**config.mk**
```make
export PLATFORM = sky130hd
export DESIGN_NAME = soc_domain_seq_flat
export DESIGN_NICKNAME = d
export VERILOG_FILES = /design/src/rtl/soc_domain_seq_if.sv /design/src/rtl/soc_domain_seq.sv /design/src/flat_wrapper.sv
export SDC_FILE = /design/constraint.sdc
export NUM_CORES = 1
export LEC_CHECK = 0
export ABC_AREA = 1
export BUFFER_PORTS_ARGS = -buffer_cell sky130_fd_sc_hd__buf_2
export CAP_MARGIN = 40
export CORE_MARGIN = 2
export CORE_UTILIZATION = 35
export DETAILED_ROUTE_END_ITERATION = 8
export PLACE_DENSITY_LB_ADDON = 0.15
export REMOVE_ABC_BUFFERS = 1
export SLEW_MARGIN = 20
export SYNTH_ARGS = -nofsm -noshare
export SYNTH_HDL_FRONTEND = slang
export SYNTH_SLANG_ARGS = --single-unit
```
**constraint.sdc**
```tcl
create_clock -name clk_i -period 3.8 [get_ports clk_i]
set_input_delay 0.76 -clock clk_i [delete_from_list [all_inputs] [get_ports clk_i]]
set_output_delay 0.76 -clock clk_i [all_outputs]
set_load 0.05 [all_outputs]
```
**src/rtl/soc_domain_seq_if.sv**
```systemverilog
`default_nettype none
// +--------------------------------------------------------------------------+
// | Module   : soc_domain_seq_if                                             |
// | Purpose  : Bundle of the per-domain request/lock inputs and the          |
// |            clock-enable/reset/status outputs of soc_domain_seq.          |
// | Signals  : req_i        - per-domain on/off request (level)              |
// |            pll_locked_i - per-domain clock-source lock                   |
// |            clk_en_o     - per-domain clock-gate enable                   |
// |            arst_n_o     - per-domain active-low reset                    |
// |            on_o         - domain fully ON                                |
// |            err_o        - domain in error (sticky until req drops)       |
// |            busy_o       - any domain in a transitional state             |
// | Modports : master (control/register side), slave (sequencer side)        |
// | Revision : 1.0 - initial release                                         |
// +--------------------------------------------------------------------------+
interface soc_domain_seq_if #(
   parameter int N_DOM = 4
) ();
   logic [N_DOM-1:0] req_i;
   logic [N_DOM-1:0] pll_locked_i;
   logic [N_DOM-1:0] clk_en_o;
   logic [N_DOM-1:0] arst_n_o;
   logic [N_DOM-1:0] on_o;
   logic [N_DOM-1:0] err_o;
   logic             busy_o;

   modport master (
      output req_i,
      output pll_locked_i,
      input  clk_en_o,
      input  arst_n_o,
      input  on_o,
      input  err_o,
      input  busy_o
   );

   modport slave (
      input  req_i,
      input  pll_locked_i,
      output clk_en_o,
      output arst_n_o,
      output on_o,
      output err_o,
      output busy_o
   );
endinterface
`default_nettype wire

```
**src/rtl/soc_domain_seq.sv**
```systemverilog
`default_nettype none
// +--------------------------------------------------------------------------+
// | Module   : soc_domain_seq                                                |
// | Purpose  : N-domain clock/reset sequencer. Each domain runs its own      |
// |            Moore FSM (OFF, WLOCK, RSTHOLD, ON, PDRST, ERR) that turns a  |
// |            software request and a PLL-lock flag into ordered clock       |
// |            enable and active-low reset, with lock timeout, lock-loss     |
// |            detection and an optional index-ordered power-up.             |
// | Ports    : clk_i  - sequencer clock                                      |
// |            arst_i - asynchronous active-high reset                       |
// |            bus    - soc_domain_seq_if.slave (req/lock in, status out)    |
// | Revision : 1.0 - initial release                                         |
// +--------------------------------------------------------------------------+
module soc_domain_seq #(
   parameter int N_DOM        = 4,
   parameter int CNT_W        = 10,
   parameter int RST_HOLD     = 16,
   parameter int LOCK_TIMEOUT = 512,
   parameter int SEQ_ORDERED  = 0
) (
   input  logic                 clk_i,
   input  logic                 arst_i,
   soc_domain_seq_if.slave      bus
);

   // ---------------------------------------------------------------------
   // Elaboration-time parameter range checks
   // ---------------------------------------------------------------------
   if (N_DOM < 1 || N_DOM > 32) begin : g_chk_n_dom
      $error("soc_domain_seq: N_DOM must be in 1..32");
   end
   if (CNT_W < 1 || CNT_W > 31) begin : g_chk_cnt_w
      $error("soc_domain_seq: CNT_W must be in 1..31");
   end
   if (RST_HOLD < 1 || RST_HOLD > (2**CNT_W) - 1) begin : g_chk_rst_hold
      $error("soc_domain_seq: RST_HOLD must be in 1..2^CNT_W-1");
   end
   if (LOCK_TIMEOUT < 0 || LOCK_TIMEOUT >= (2**CNT_W)) begin : g_chk_timeout
      $error("soc_domain_seq: LOCK_TIMEOUT must be < 2^CNT_W");
   end
   if (SEQ_ORDERED != 0 && SEQ_ORDERED != 1) begin : g_chk_ordered
      $error("soc_domain_seq: SEQ_ORDERED must be 0 or 1");
   end

   typedef enum logic [2:0] {
      ST_OFF     = 3'd0,
      ST_WLOCK   = 3'd1,
      ST_RSTHOLD = 3'd2,
      ST_ON      = 3'd3,
      ST_PDRST   = 3'd4,
      ST_ERR     = 3'd5
   } state_t;

   // Terminal counts. With the timeout disabled c_to_last is never used.
   localparam logic [CNT_W-1:0] c_hold_last = CNT_W'(RST_HOLD - 1);
   localparam logic [CNT_W-1:0] c_to_last   = CNT_W'(LOCK_TIMEOUT - 1);
   localparam logic             c_to_en     = (LOCK_TIMEOUT != 0);
   localparam logic             c_ordered   = (SEQ_ORDERED != 0);

   logic [N_DOM-1:0] w_on;
   logic [N_DOM-1:0] w_busy;
   // w_ord_ok[i]: every requested domain below i is already ON.
   logic [N_DOM-1:0] w_ord_ok;

   for (genvar gi = 0; gi < N_DOM; gi++) begin : g_dom
      state_t           r_state;
      state_t           w_nxt_state;
      logic [CNT_W-1:0] r_cnt;
      logic [CNT_W-1:0] w_nxt_cnt;
      logic             r_clk_en;
      logic             r_arst_n;
      logic             r_on;
      logic             r_err;
      logic             r_busy;
      logic             w_go;

      // Order chain uses the registered ON flag of the lower domain, so a
      // higher domain leaves WLOCK one edge after the lower on_o rises.
      if (gi == 0) begin : g_ord_first
         assign w_ord_ok[gi] = 1'b1;
      end else begin : g_ord_chain
         assign w_ord_ok[gi] = w_ord_ok[gi-1] & (~bus.req_i[gi-1] | w_on[gi-1]);
      end

      assign w_go = bus.pll_locked_i[gi] & (~c_ordered | w_ord_ok[gi]);

      always_comb begin
         w_nxt_state = r_state;
         w_nxt_cnt   = r_cnt;
         case (r_state)
            ST_OFF: begin
               if (bus.req_i[gi]) begin
                  w_nxt_state = ST_WLOCK;
                  w_nxt_cnt   = '0;
               end
            end
            ST_WLOCK: begin
               if (!bus.req_i[gi]) begin
                  w_nxt_state = ST_OFF;
                  w_nxt_cnt   = '0;
               end else if (w_go) begin
                  w_nxt_state = ST_RSTHOLD;
                  w_nxt_cnt   = '0;
               end else if (c_to_en && r_cnt == c_to_last) begin
                  w_nxt_state = ST_ERR;
               end else if (c_to_en) begin
                  // Counter only advances when it can reach a terminal
                  // compare; with no timeout it parks instead of wrapping.
                  w_nxt_cnt = r_cnt + CNT_W'(1);
               end
            end
            ST_RSTHOLD: begin
               if (!bus.req_i[gi]) begin
                  w_nxt_state = ST_OFF;
                  w_nxt_cnt   = '0;
               end else if (!bus.pll_locked_i[gi]) begin
                  w_nxt_state = ST_ERR;
               end else if (r_cnt == c_hold_last) begin
                  w_nxt_state = ST_ON;
               end else begin
                  w_nxt_cnt = r_cnt + CNT_W'(1);
               end
            end
            ST_ON: begin
               // Lock loss wins over a simultaneous request drop.
               if (!bus.pll_locked_i[gi]) begin
                  w_nxt_state = ST_ERR;
               end else if (!bus.req_i[gi]) begin
                  w_nxt_state = ST_PDRST;
                  w_nxt_cnt   = '0;
               end
            end
            ST_PDRST: begin
               // Power-down always completes so the domain sees a full
               // clocked reset before its clock is gated.
               if (r_cnt == c_hold_last) begin
                  w_nxt_state = ST_OFF;
                  w_nxt_cnt   = '0;
               end else begin
                  w_nxt_cnt = r_cnt + CNT_W'(1);
               end
            end
            ST_ERR: begin
               if (!bus.req_i[gi]) begin
                  w_nxt_state = ST_OFF;
                  w_nxt_cnt   = '0;
               end
            end
            default: begin
               w_nxt_state = ST_OFF;
               w_nxt_cnt   = '0;
            end
         endcase
      end

      // Outputs are registered from the next state, so they are exactly the
      // Moore decode of r_state with no path from inputs.
      always_ff @(posedge clk_i or posedge arst_i) begin
         if (arst_i) begin
            r_state  <= ST_OFF;
            r_cnt    <= '0;
            r_clk_en <= 1'b0;
            r_arst_n <= 1'b0;
            r_on     <= 1'b0;
            r_err    <= 1'b0;
            r_busy   <= 1'b0;
         end else begin
            r_state  <= w_nxt_state;
            r_cnt    <= w_nxt_cnt;
            r_clk_en <= (w_nxt_state == ST_RSTHOLD) || (w_nxt_state == ST_ON) ||
                        (w_nxt_state == ST_PDRST);
            r_arst_n <= (w_nxt_state == ST_ON);
            r_on     <= (w_nxt_state == ST_ON);
            r_err    <= (w_nxt_state == ST_ERR);
            r_busy   <= (w_nxt_state == ST_WLOCK) || (w_nxt_state == ST_RSTHOLD) ||
                        (w_nxt_state == ST_PDRST);
         end
      end

      assign bus.clk_en_o[gi] = r_clk_en;
      assign bus.arst_n_o[gi] = r_arst_n;
      assign bus.on_o[gi]     = r_on;
      assign bus.err_o[gi]    = r_err;
      assign w_on[gi]         = r_on;
      assign w_busy[gi]       = r_busy;
   end

   assign bus.busy_o = |w_busy;

endmodule
`default_nettype wire

```
**src/flat_wrapper.sv**
```systemverilog
// flat-port wrapper written by rule: the top's interface ports become plain ports
module soc_domain_seq_flat 
#(
   parameter int N_DOM        = 4,
   parameter int CNT_W        = 10,
   parameter int RST_HOLD     = 16,
   parameter int LOCK_TIMEOUT = 512,
   parameter int SEQ_ORDERED  = 0
)
  (clk_i, arst_i, bus_req_i, bus_pll_locked_i, bus_clk_en_o, bus_arst_n_o, bus_on_o, bus_err_o, bus_busy_o);
  soc_domain_seq_if #(.N_DOM(N_DOM)) bus_i ();
  input  logic clk_i;
  input  logic arst_i;
  input wire logic [$bits(bus_i.req_i)-1:0] bus_req_i;
  input wire logic [$bits(bus_i.pll_locked_i)-1:0] bus_pll_locked_i;
  output wire logic [$bits(bus_i.clk_en_o)-1:0] bus_clk_en_o;
  output wire logic [$bits(bus_i.arst_n_o)-1:0] bus_arst_n_o;
  output wire logic [$bits(bus_i.on_o)-1:0] bus_on_o;
  output wire logic [$bits(bus_i.err_o)-1:0] bus_err_o;
  output wire logic [$bits(bus_i.busy_o)-1:0] bus_busy_o;
  assign bus_i.req_i = bus_req_i;
  assign bus_i.pll_locked_i = bus_pll_locked_i;
  assign bus_clk_en_o = bus_i.clk_en_o;
  assign bus_arst_n_o = bus_i.arst_n_o;
  assign bus_on_o = bus_i.on_o;
  assign bus_err_o = bus_i.err_o;
  assign bus_busy_o = bus_i.busy_o;
  soc_domain_seq #(.N_DOM(N_DOM), .CNT_W(CNT_W), .RST_HOLD(RST_HOLD), .LOCK_TIMEOUT(LOCK_TIMEOUT), .SEQ_ORDERED(SEQ_ORDERED)) u_core (.clk_i(clk_i), .arst_i(arst_i), .bus(bus_i));
endmodule
```
# Yosys cells after proc, flatten, opt, wreduce, memory -nomap -nowiden
# Cells that the tools add are included.
# W data, S select, Z words.
word_totals:
  reg_bits: 68
  in_bits: 10
  out_inout_bits: 17
  elab_cells: 213
op_classes:
  add_sub_neg: 4
  eq_ne: 68
  mux: 92
  n_reduce_logical: 25
ops:
  columns: ["op", "n"]
  rows:
  - ["$mux W10", 40]
  - ["$pmux W10 S6", 4]
  - ["$mux W3", 44]
  - ["$pmux W3 S6", 4]
  - ["$eq A3 B2 Y1 const B", 16]
  - ["$eq A3 B3 Y1 const B", 16]
  - ["$add A10 B1 Y10 const B", 4]
  - ["$eq A10 B4 Y1 const B", 4]
  - ["$eq A10 B9 Y1 const B", 4]
  - ["$eq A3 B1 Y1 const B", 8]
  - ["$ne A3 B3 Y1 const B", 8]
  - ["$reduce_and A5 Y1", 4]
  - ["$logic_or A1 B1 Y1", 16]
  - ["$ne A2 B2 Y1 const B", 8]
  - ["$ne A4 B4 Y1 const B", 4]
  - ["$logic_not A3 Y1", 4]
  - ["$reduce_or A4 Y1", 1]

# Depth between registers and ports, before layout
# Gate-level depths: netlist of run 1.
logic_depth:
  word_depth: 8
  depth_mapped: 12
  ltp_nobuf: 12

# Least setup slack after synthesis of run 1
# No wires, ideal clock.
synth_path:
  kind: "register to output"
  from: "reg u_core.g_dom[2].r_busy"
  to: "out bus_busy_o"
  t_arrival_ns: 1.103
  required_time_ns: 3.040
  slack_ns: 1.937
  stages_incl_launch_ff: 2
  path_buffers: 0
  path_cell_list: "dfrtp_1 -> or4_1"
synth_via:
  elab_chain_len: 1
synth_rtl:
  columns: ["element", "line_no", "text"]
  rows:
  - ["start, declared", "soc_domain_seq.sv:74", "logic r_busy;"]
  - ["start signal, assigned", "soc_domain_seq.sv:175", "r_busy <= (w_nxt_state == ST_WLOCK) || (w_nxt_state == ST_RSTHOLD) ||"]
  - ["$reduce_or A4 Y1", "soc_domain_seq.sv:188", "assign bus.busy_o = |w_busy;"]
  - ["end, declared", "flat_wrapper.sv:20", "output wire logic [$bits(bus_i.busy_o)-1:0] bus_busy_o;"]
# No other way between the ends.

# Worst setup path after layout of run 1
layout_path:
  from: "in bus_req_i[0]"
  to: "reg u_core.g_dom[0].r_cnt[0]"
layout_via:
  elab_chain_len: 3
  word_cells_on_any_way: 10
  classes_between: "eq/ne: 4; mux: 5; reduce/logical: 1"
layout_rtl:
  columns: ["element", "line_no", "text"]
  rows:
  - ["start, declared", "flat_wrapper.sv:14", "input wire logic [$bits(bus_i.req_i)-1:0] bus_req_i;"]
  - ["$mux W10 (2 in a row)", null, null]
  - ["$pmux W10 S6", "soc_domain_seq.sv:90", "case (r_state)"]
  - ["end signal, assigned", "soc_domain_seq.sv:169", "r_cnt <= w_nxt_cnt;"]
  - ["end, declared", "soc_domain_seq.sv:68", "logic [CNT_W-1:0] r_cnt;"]
# Parallel ways exist; a longest one is shown, timed or not. The select of a mux whose other input is x is not followed.
# A chain may end at the register's enable or synchronous reset.

==> results.rst, run 1 <==
.. list-table::
   :header-rows: 1

   * - Metric
     - Value
   * - Outcome
     - finished clean
   * - Clk_lat worst skew
     - roughly 0.34 ns
   * - Antenna Nets Post-Route
     - 0
   * - DRC errors left
     - 0
   * - Arrival time of data at the critical path endpoint
     - between 2 and 2.5 ns
   * - Synth Area in Compound Gates
     - slightly below 6%
   * - List of cells traversed by the critical path
     - buf_2 -> inv_1 -> nand3_1 -> nand3_2 -> nor3_4 -> inv_1 -> nand2_1 -> nand2_1
   * - Max_slew headroom
     - a little over half
   * - Buffers inserted during post-CTS setup optimization
     - 0
   * - Placeable core area
     - roughly 0.014 sq mm
   * - First-pass iteration count of the detailed router
     - 5
   * - Chip Height
     - roughly 120 um
   * - Area of the mapped netlist
     - slightly above 0.005 sq mm
   * - Cell row count
     - 44
   * - Syn Area/Cell
     - 6.59 sq um
   * - Tmin final
     - ~2.2 ns
   * - Cts bufs inserted
     - 9
   * - Start-to-end type of the worst setup path
     - in2reg
   * - Pre-CTS setup slack
     - between 1 and 1.5 ns
   * - # H-tree levels
     - 3
   * - CP Buf/Inv Count
     - 3
   * - Number of antenna violations at the first check in global routing
     - 0
   * - Post-synthesis to final-layout area growth
     - 8.18%
   * - Total count of max-transition violations in the final report
     - 0
   * - Clock-pin slew of the registers on the worst-case setup and hold paths
     - 0.05 ns
   * - Final wirelength
     - about 12 mm
   * - Overall power
     - ~2.3 mW
   * - Drt initial violations
     - about 380
   * - # resized after CTS
     - 0
   * - Leakage
     - 2.86 nW
   * - GPL Wtd Cong
     - approximately 0.85
   * - CP endpoint kind
     - register
   * - Gate family responsible for the most delay along the worst path
     - simple AND/OR/NAND/NOR gates
   * - Starting utilization of the core area
     - about a third
   * - Reported max-cap violation count
     - 0
   * - Worst Clk Skew
     - 0.00477 ns
   * - Root cell of the clock tree
     - sky130_fd_sc_hd__clkbuf_16
   * - Number of placed cells counting well taps
     - 950
   * - Final count of negative-setup-slack endpoints
     - 0
   * - Post-route clock period utilization
     - about 58%
   * - Global-route total usage across every layer
     - about 16%
   * - Most frequently used flop master after synthesis
     - sky130_fd_sc_hd__dfrtp_1
   * - Post-route setup TNS
     - 0 ns
   * - Fin cells
     - between 900 and 1000
   * - Hold Buf Count CTS
     - 0
   * - Worst endpoint required time
     - 4.03 ns
   * - Distinct cells, synth
     - 37
   * - Fin Hold WS
     - about 0.36 ns
   * - Number of buffers added on ports
     - 26
   * - Clock tree sinks
     - between 60 and 70
   * - Footprint of the multi-input gates
     - around 0.0027 sq mm
   * - Adder-cell area share of the yosys netlist
     - 0.986%
   * - Number of storage elements in the synthesis netlist
     - 68
   * - Post-synthesis sequential area ratio
     - around a third
   * - Congestion Overflow GR
     - 0
   * - Floorplan die area
     - between 0.015 and 0.02 sq mm
   * - Max clock buf depth
     - 2
   * - Setup repair after global routing missed its margin
     - no
   * - Routed via count divided by cell count
     - 4.93
   * - Hold/Removal Path Class
     - in2async
   * - Proportion of synthesized area in mux cells
     - 0%
   * - TritonCTS clock tree
     - built
   * - Via total after detailed routing
     - between 4000 and 5000
   * - Number of synthesized flops with an enable pin
     - 0
   * - Basic-gate share of the synthesized area counting and, or, nand and nor cells
     - a little under half
   * - Estimated wirelength of the detail-placed design
     - around 9 mm
   * - Area share of xor/xnor cells in the synthesized design
     - under 10%
   * - Vias in the first global route
     - roughly 4500
   * - Nets@finish
     - around 790
   * - Max stage delay cell, worst path
     - sky130_fd_sc_hd__nor3_4
   * - Actual slew at the worst max-slew pin
     - between 0.7 and 0.8 ns
   * - Wire length of the first global-routing pass
     - approximately 21 mm
   * - Pin count of the biggest net entering global routing
     - 56
   * - Number of instances in the synthesized netlist
     - a little under 800
   * - Yosys synthesis warning count
     - 0
   * - Highest net fanout along the worst path
     - 21
   * - Max Clock Freq
     - around 450 MHz
   * - Largest incremental delay on the critical path
     - between 0.5 and 0.6 ns
   * - Register area
     - around 0.0017 sq mm
   * - Fraction of final layout cells with drive strength greater than 1
     - 12.3%
   * - I/O pin count
     - 27
   * - VDD IR-drop max
     - about 360 uV
   * - Final WS setup
     - roughly 1.6 ns
   * - Average routed wire per standard cell
     - 12.5 um
   * - Die X-Extent
     - between 100 and 150 um
   * - Inserted Diodes
     - 0
   * - Startpoint types
     - primary input
   * - Largest family of logic cells by synthesized area
     - simple AND/OR/NAND/NOR gates
   * - Final Hold Viols
     - 0
   * - Power density cells
     - 420 mW/mm^2
   * - Proportion of synthesized flip-flops having asynchronous set or reset
     - between 90% and 100%
   * - Fillers
     - 1494
final timing paths:
kind / start / end / slack, ns / depth (start not counted)
worst max register to register: u_core.g_dom[0].r_cnt[0] / u_core.g_dom[0].r_cnt[0] / 1.60 / 9
worst min-delay path: arst_i / u_core.g_dom[2].r_cnt[7] / 0.36 / 2
min in group clk_i: u_core.g_dom[3].r_cnt[1] / u_core.g_dom[3].r_cnt[1] / 0.52 / 2
max in group asynchronous: arst_i / u_core.g_dom[3].r_cnt[7] / 2.43 / 3
worst max-delay path: bus_req_i[0] / u_core.g_dom[0].r_cnt[0] / 1.60 / 8
worst min register to register: u_core.g_dom[3].r_cnt[1] / u_core.g_dom[3].r_cnt[1] / 0.52 / 2
area by class of cell:
cell class / count / share of cell area [%]
clock buffer: 13 / 4.74
clock inverter: 2 / 0.182
inverter: 107 / 7.40
multi-input combinational: 564 / 50.0
sequential: 68 / 31.0
tap: 184 / 4.19
timing repair buffer: 27 / 2.51
sequential cells by signal, indices dropped and copies added (netlist names):
name	flops
u_core.g_dom.r_err	4
u_core.g_dom.r_clk_en	4
u_core.g_dom.r_arst_n	4
u_core.g_dom.r_cnt	40
u_core.g_dom.r_state	12
u_core.g_dom.r_busy	4
through the flow:
stage                     utilization [%]  area [sq um]
after floorplan                         -          4850
after global placement               36.3          5220
after detailed placement             36.3          5220
after CTS                            38.2          5490
after global routing                 38.2          5490
final                                38.2          5490
report_power, final:
part | internal, mW | total [mW] | leakage, nW | switching (mW)
clock | 0.472 | 0.777 | 0.135 | 0.305
combinational | 0.161 | 0.661 | 1.84 | 0.500
sequential | 0.796 | 0.869 | 0.888 | 0.0734
total | 1.43 | 2.31 | 2.86 | 0.879
synthesized netlist by cell type, types with 7 or more instances:
cell	count	area, sq um
sky130_fd_sc_hd__nand4_1	36	225
sky130_fd_sc_hd__nand3_2	7	70.1
sky130_fd_sc_hd__nand2_1	227	852
sky130_fd_sc_hd__inv_2	10	37.5
sky130_fd_sc_hd__o21ai_2	10	87.6
sky130_fd_sc_hd__inv_1	96	360
sky130_fd_sc_hd__dfrtp_1	68	1700
sky130_fd_sc_hd__nor2_2	9	56.3
sky130_fd_sc_hd__nor2_1	97	364
sky130_fd_sc_hd__o21ai_0	9	45.0
sky130_fd_sc_hd__buf_4	19	143
sky130_fd_sc_hd__o21ai_1	9	45.0
sky130_fd_sc_hd__a21oi_1	13	65.1
sky130_fd_sc_hd__nand3_1	100	500
sky130_fd_sc_hd__nor3_1	7	35.0
cells in the final DEF (no fill, tap or decap), types with 2 or more instances in the layout:
cell                        synthesis  layout
sky130_fd_sc_hd__buf_2              4      26
sky130_fd_sc_hd__o211ai_1           4       4
sky130_fd_sc_hd__nand2_2            4       4
sky130_fd_sc_hd__nor2_2             9       9
sky130_fd_sc_hd__ha_1               4       4
sky130_fd_sc_hd__nor3_1             7       7
sky130_fd_sc_hd__clkbuf_16          0       9
sky130_fd_sc_hd__nor2_1            97      97
sky130_fd_sc_hd__nor3_4             5       5
sky130_fd_sc_hd__inv_1             96      95
sky130_fd_sc_hd__nand3_2            7       7
sky130_fd_sc_hd__o21ai_0            9       9
sky130_fd_sc_hd__nand2_1          227     227
sky130_fd_sc_hd__xor2_1             5       5
sky130_fd_sc_hd__clkbuf_8           0       2
sky130_fd_sc_hd__nor2_4             3       3
sky130_fd_sc_hd__inv_2             10      11
sky130_fd_sc_hd__clkinv_2           0       2
sky130_fd_sc_hd__dfrtp_1           68      68
sky130_fd_sc_hd__nand4_1           36      36
sky130_fd_sc_hd__clkbuf_1           2       2
sky130_fd_sc_hd__nand2_4            3       3
sky130_fd_sc_hd__nand3_1          100     100
sky130_fd_sc_hd__o21ai_1            9       9
sky130_fd_sc_hd__xnor2_1            3       3
sky130_fd_sc_hd__o21ai_2           10      10
sky130_fd_sc_hd__a21oi_1           13      13
per-layer routing:
| metal | up-vias | routed length [um] | global-route usage, % |
|---|---|---|---|
| li1 | 2473 | - | - |
| met1 | 2192 | 5840 | 22.2 |
| met2 | 86 | 5600 | 25.9 |
| met3 | 11 | 443 | 3.52 |
| met4 | 0 | 151 | 4.82 |
| met5 | - | 0 | 0 |
cell families (layout without fill, tap and decap cells):
logic type | after synthesis | after routing
and+or+nand+nor | 504 | 504
buffers and inverters | 138 | 149
xor gates and xnor gates | 8 | 8
DFF | 68 | 68
AOI/OAI and AO/OA | 48 | 48
adders and majority gates | 4 | 4
(Power assumes the default switching activity.)
==> run 2: changes to the inputs <==
clock period = 1.9 ns   (was 3.8 ns; I/O delays follow)
==> results.rst, run 2 (synthesized netlist as in run 1, its figures left out) <==
.. list-table::
   :header-rows: 1

   * - Metric
     - Value
   * - Inserted Diodes
     - 0 (unchanged)
   * - Post-route clock period utilization
     - a little over nine tenths
   * - Worst Clk Skew
     - 0.00517 ns (+0.000393 ns)
   * - Vias in the first global route
     - 4574 (+2.1%)
   * - Utilization after layout
     - 40.0% (+1.8 points)
   * - Largest register FFs
     - 40 (unchanged)
   * - Total count of max-transition violations in the final report
     - 0 (unchanged)
   * - Max_slew headroom
     - 66.1% (+13 points)
   * - Nets@finish
     - 813 (+2.8%)
   * - Floorplan die area
     - 0.0155 sq mm (unchanged)
   * - Clock tree sinks
     - 68 (unchanged)
   * - CP endpoint kind
     - output port
   * - Fin Hold WS
     - 0.0682 ns (-0.297 ns)
   * - Commonest cells after routing, fill and taps aside
     - sky130_fd_sc_hd__nand2_1, sky130_fd_sc_hd__nand3_1, sky130_fd_sc_hd__nor2_1
   * - Final cell area excluding filler cells
     - 0.00575 sq mm (+4.6%)
   * - Average routed wire per standard cell
     - 12.3 um (-1.3%)
   * - Root cell of the clock tree
     - sky130_fd_sc_hd__clkbuf_16
   * - Largest reg by FF count
     - u_core.g_dom.r_cnt
   * - Met1 track demand over resource
     - 21.8% (-0.41 points)
   * - Cts bufs inserted
     - 9 (unchanged)
   * - I/O pin count
     - 27 (unchanged)
   * - Highest net fanout along the worst path
     - 1 (-95%)
   * - Tmin final
     - roughly 1.8 ns
   * - Start-to-end type of the worst setup path
     - reg2out
   * - Arrival time of data at the critical path endpoint
     - 1.44 ns (-0.99 ns)
   * - Max Clock Freq
     - between 500 and 600 MHz
   * - Number of buffers added on ports
     - 26 (unchanged)
   * - DRC errors left
     - 0 (unchanged)
   * - Reported max-cap violation count
     - 0 (unchanged)
   * - Clock-pin slew of the registers on the worst-case setup and hold paths
     - 0.06 ns (about the same)
   * - Leakage
     - 3.00 nW (+4.8%)
   * - Number of placed cells counting well taps
     - 971 (+2.2%)
   * - Clk_lat worst skew
     - 0.34 ns (about the same)
   * - GR met2 Demand/Resource
     - 26.1% (+0.26 points)
   * - Via total after detailed routing
     - 4895 (+2.8%)
   * - Max stage delay cell, worst path
     - sky130_fd_sc_hd__or4_1
   * - Max clock buf depth
     - 2 (unchanged)
   * - Antenna Nets Post-Route
     - 0 (unchanged)
   * - Hold Buf Count CTS
     - 0 (unchanged)
   * - Number of antenna violations at the first check in global routing
     - 0 (unchanged)
   * - Largest incremental delay on the critical path
     - 0.46 ns (-0.13 ns)
   * - Worst endpoint required time
     - 1.52 ns (-2.51 ns)
   * - Post-synthesis to final-layout area growth
     - 13.2%
   * - Final wirelength
     - 12.2 mm (+1.0%)
   * - GPL Wtd Cong
     - 0.897 (+6.1%)
   * - Overall power
     - 4.88 mW (+110%)
   * - Setup repair after global routing missed its margin
     - yes
   * - Fin cells
     - 988 (+2.4%)
   * - Hold/Removal Path Class
     - in2async
   * - Routed via count divided by cell count
     - 4.95 (+0.40%)
   * - Starting utilization of the core area
     - 35.3% (unchanged)
   * - Top Registers
     - u_core.g_dom.r_cnt x40, u_core.g_dom.r_state x12
   * - Die X-Extent
     - 124 um (unchanged)
   * - Chip Height
     - 124 um (unchanged)
   * - Commonest non-fill, non-tap cell in the layout
     - sky130_fd_sc_hd__nand2_1
   * - Estimated wirelength of the detail-placed design
     - 9.39 mm (+4.1%)
   * - Cell row count
     - 44 (unchanged)
   * - Global-route total usage across every layer
     - 16.1% (-0.17 points)
   * - Actual slew at the worst max-slew pin
     - 0.508 ns (-0.192 ns)
   * - Power density cells
     - 850 mW/mm^2 (+100%)
   * - Pin count of the biggest net entering global routing
     - 27 (-52%)
   * - Final Hold Viols
     - 0 (unchanged)
   * - VDD IR-drop max
     - 521 uV (+46%)
   * - Drt initial violations
     - 323 (-14%)
   * - Placed instance area
     - 0.00540 sq mm (+3.5%)
   * - First-pass iteration count of the detailed router
     - 5 (unchanged)
   * - Congestion Overflow GR
     - 0 (unchanged)
   * - Final count of negative-setup-slack endpoints
     - 0 (unchanged)
   * - # H-tree levels
     - 3 (unchanged)
   * - Most congested layer reported by global routing
     - met2
   * - Startpoint types
     - register
   * - Wire length of the first global-routing pass
     - 21.0 mm (-0.26%)
   * - Met3 Resource Use GR
     - 2.45% (-1.1 points)
   * - Placeable core area
     - 0.0144 sq mm (unchanged)
   * - Fraction of final layout cells with drive strength greater than 1
     - 15.5% (+3.3 points)
   * - Outcome
     - finished clean
   * - TritonCTS clock tree
     - built
   * - List of cells traversed by the critical path
     - or4_1 -> buf_2
==> run 2: power breakdown <==
part	internal, mW	leakage, nW	switching, mW
clock network	1.08	0.149	0.645
logic	0.402	1.97	1.00
registers	1.59	0.885	0.157
total	3.08	3.00	1.80
==> run 2: per-stage QoR <==
stage | TNS (ns) | worst slack, ns
floorplan | -13.02 | -0.192
global placement | 0 | 0.132
detailed placement | 0 | 0.0876
CTS | 0 | 0.0594
global route | -0.0242 | -0.0156
finish | 0 | 0.0780
==> run 2: final timing paths <==
| kind | startpoint | end | slack [ns] | depth (start not counted) |
|---|---|---|---|---|
| setup / recovery | u_core.g_dom[0].r_busy | bus_busy_o | 0.08 | 2 |
| hold / removal | arst_i | u_core.g_dom[1].r_state[1] | 0.07 | 2 |
| max in group asynchronous | arst_i | u_core.g_dom[0].r_cnt[0] | 1.31 | 3 |
| hold reg to reg | u_core.g_dom[0].r_cnt[1] | u_core.g_dom[0].r_cnt[1] | 0.51 | 2 |
| min in group clk_i | bus_pll_locked_i[1] | u_core.g_dom[1].r_state[1] | 0.42 | 3 |
| setup reg to reg | u_core.g_dom[1].r_cnt[0] | u_core.g_dom[1].r_cnt[6] | 0.13 | 11 |
==> run 2: worst max-delay path, delay by kind of cell, from the launching register on <==
| kind | cells | cell delay (ns) |
|---|---|---|
| DFF | 1 | 0.41 |
| and+or+nand+nor | 1 | 0.46 |
| buffers and inverters | 1 | 0.22 |
==> run 2: timing repair <==
action                                  CTS  global route
gates resized for setup                   0             8
buffers inserted                          0             1
endpoints found under the setup margin    0            29
hold endpoints to repair                  0             0
==> run 2: per-layer routing <==
layer	vias up	share of wire, %
met5	-	0
met4	0	1.6
met3	19	3.2
met2	89	46
met1	2262	49
li1	2525	-
==> run 2: area by class of cell <==
cell class,instances,area (sq um)
sequential,68,1700
inverter,107,409
clock buffer,12,256
tap,184,230
fill,1477,8620
timing repair buffer,49,328
clock inverter,4,47.5
multi-input combinational,564,2770
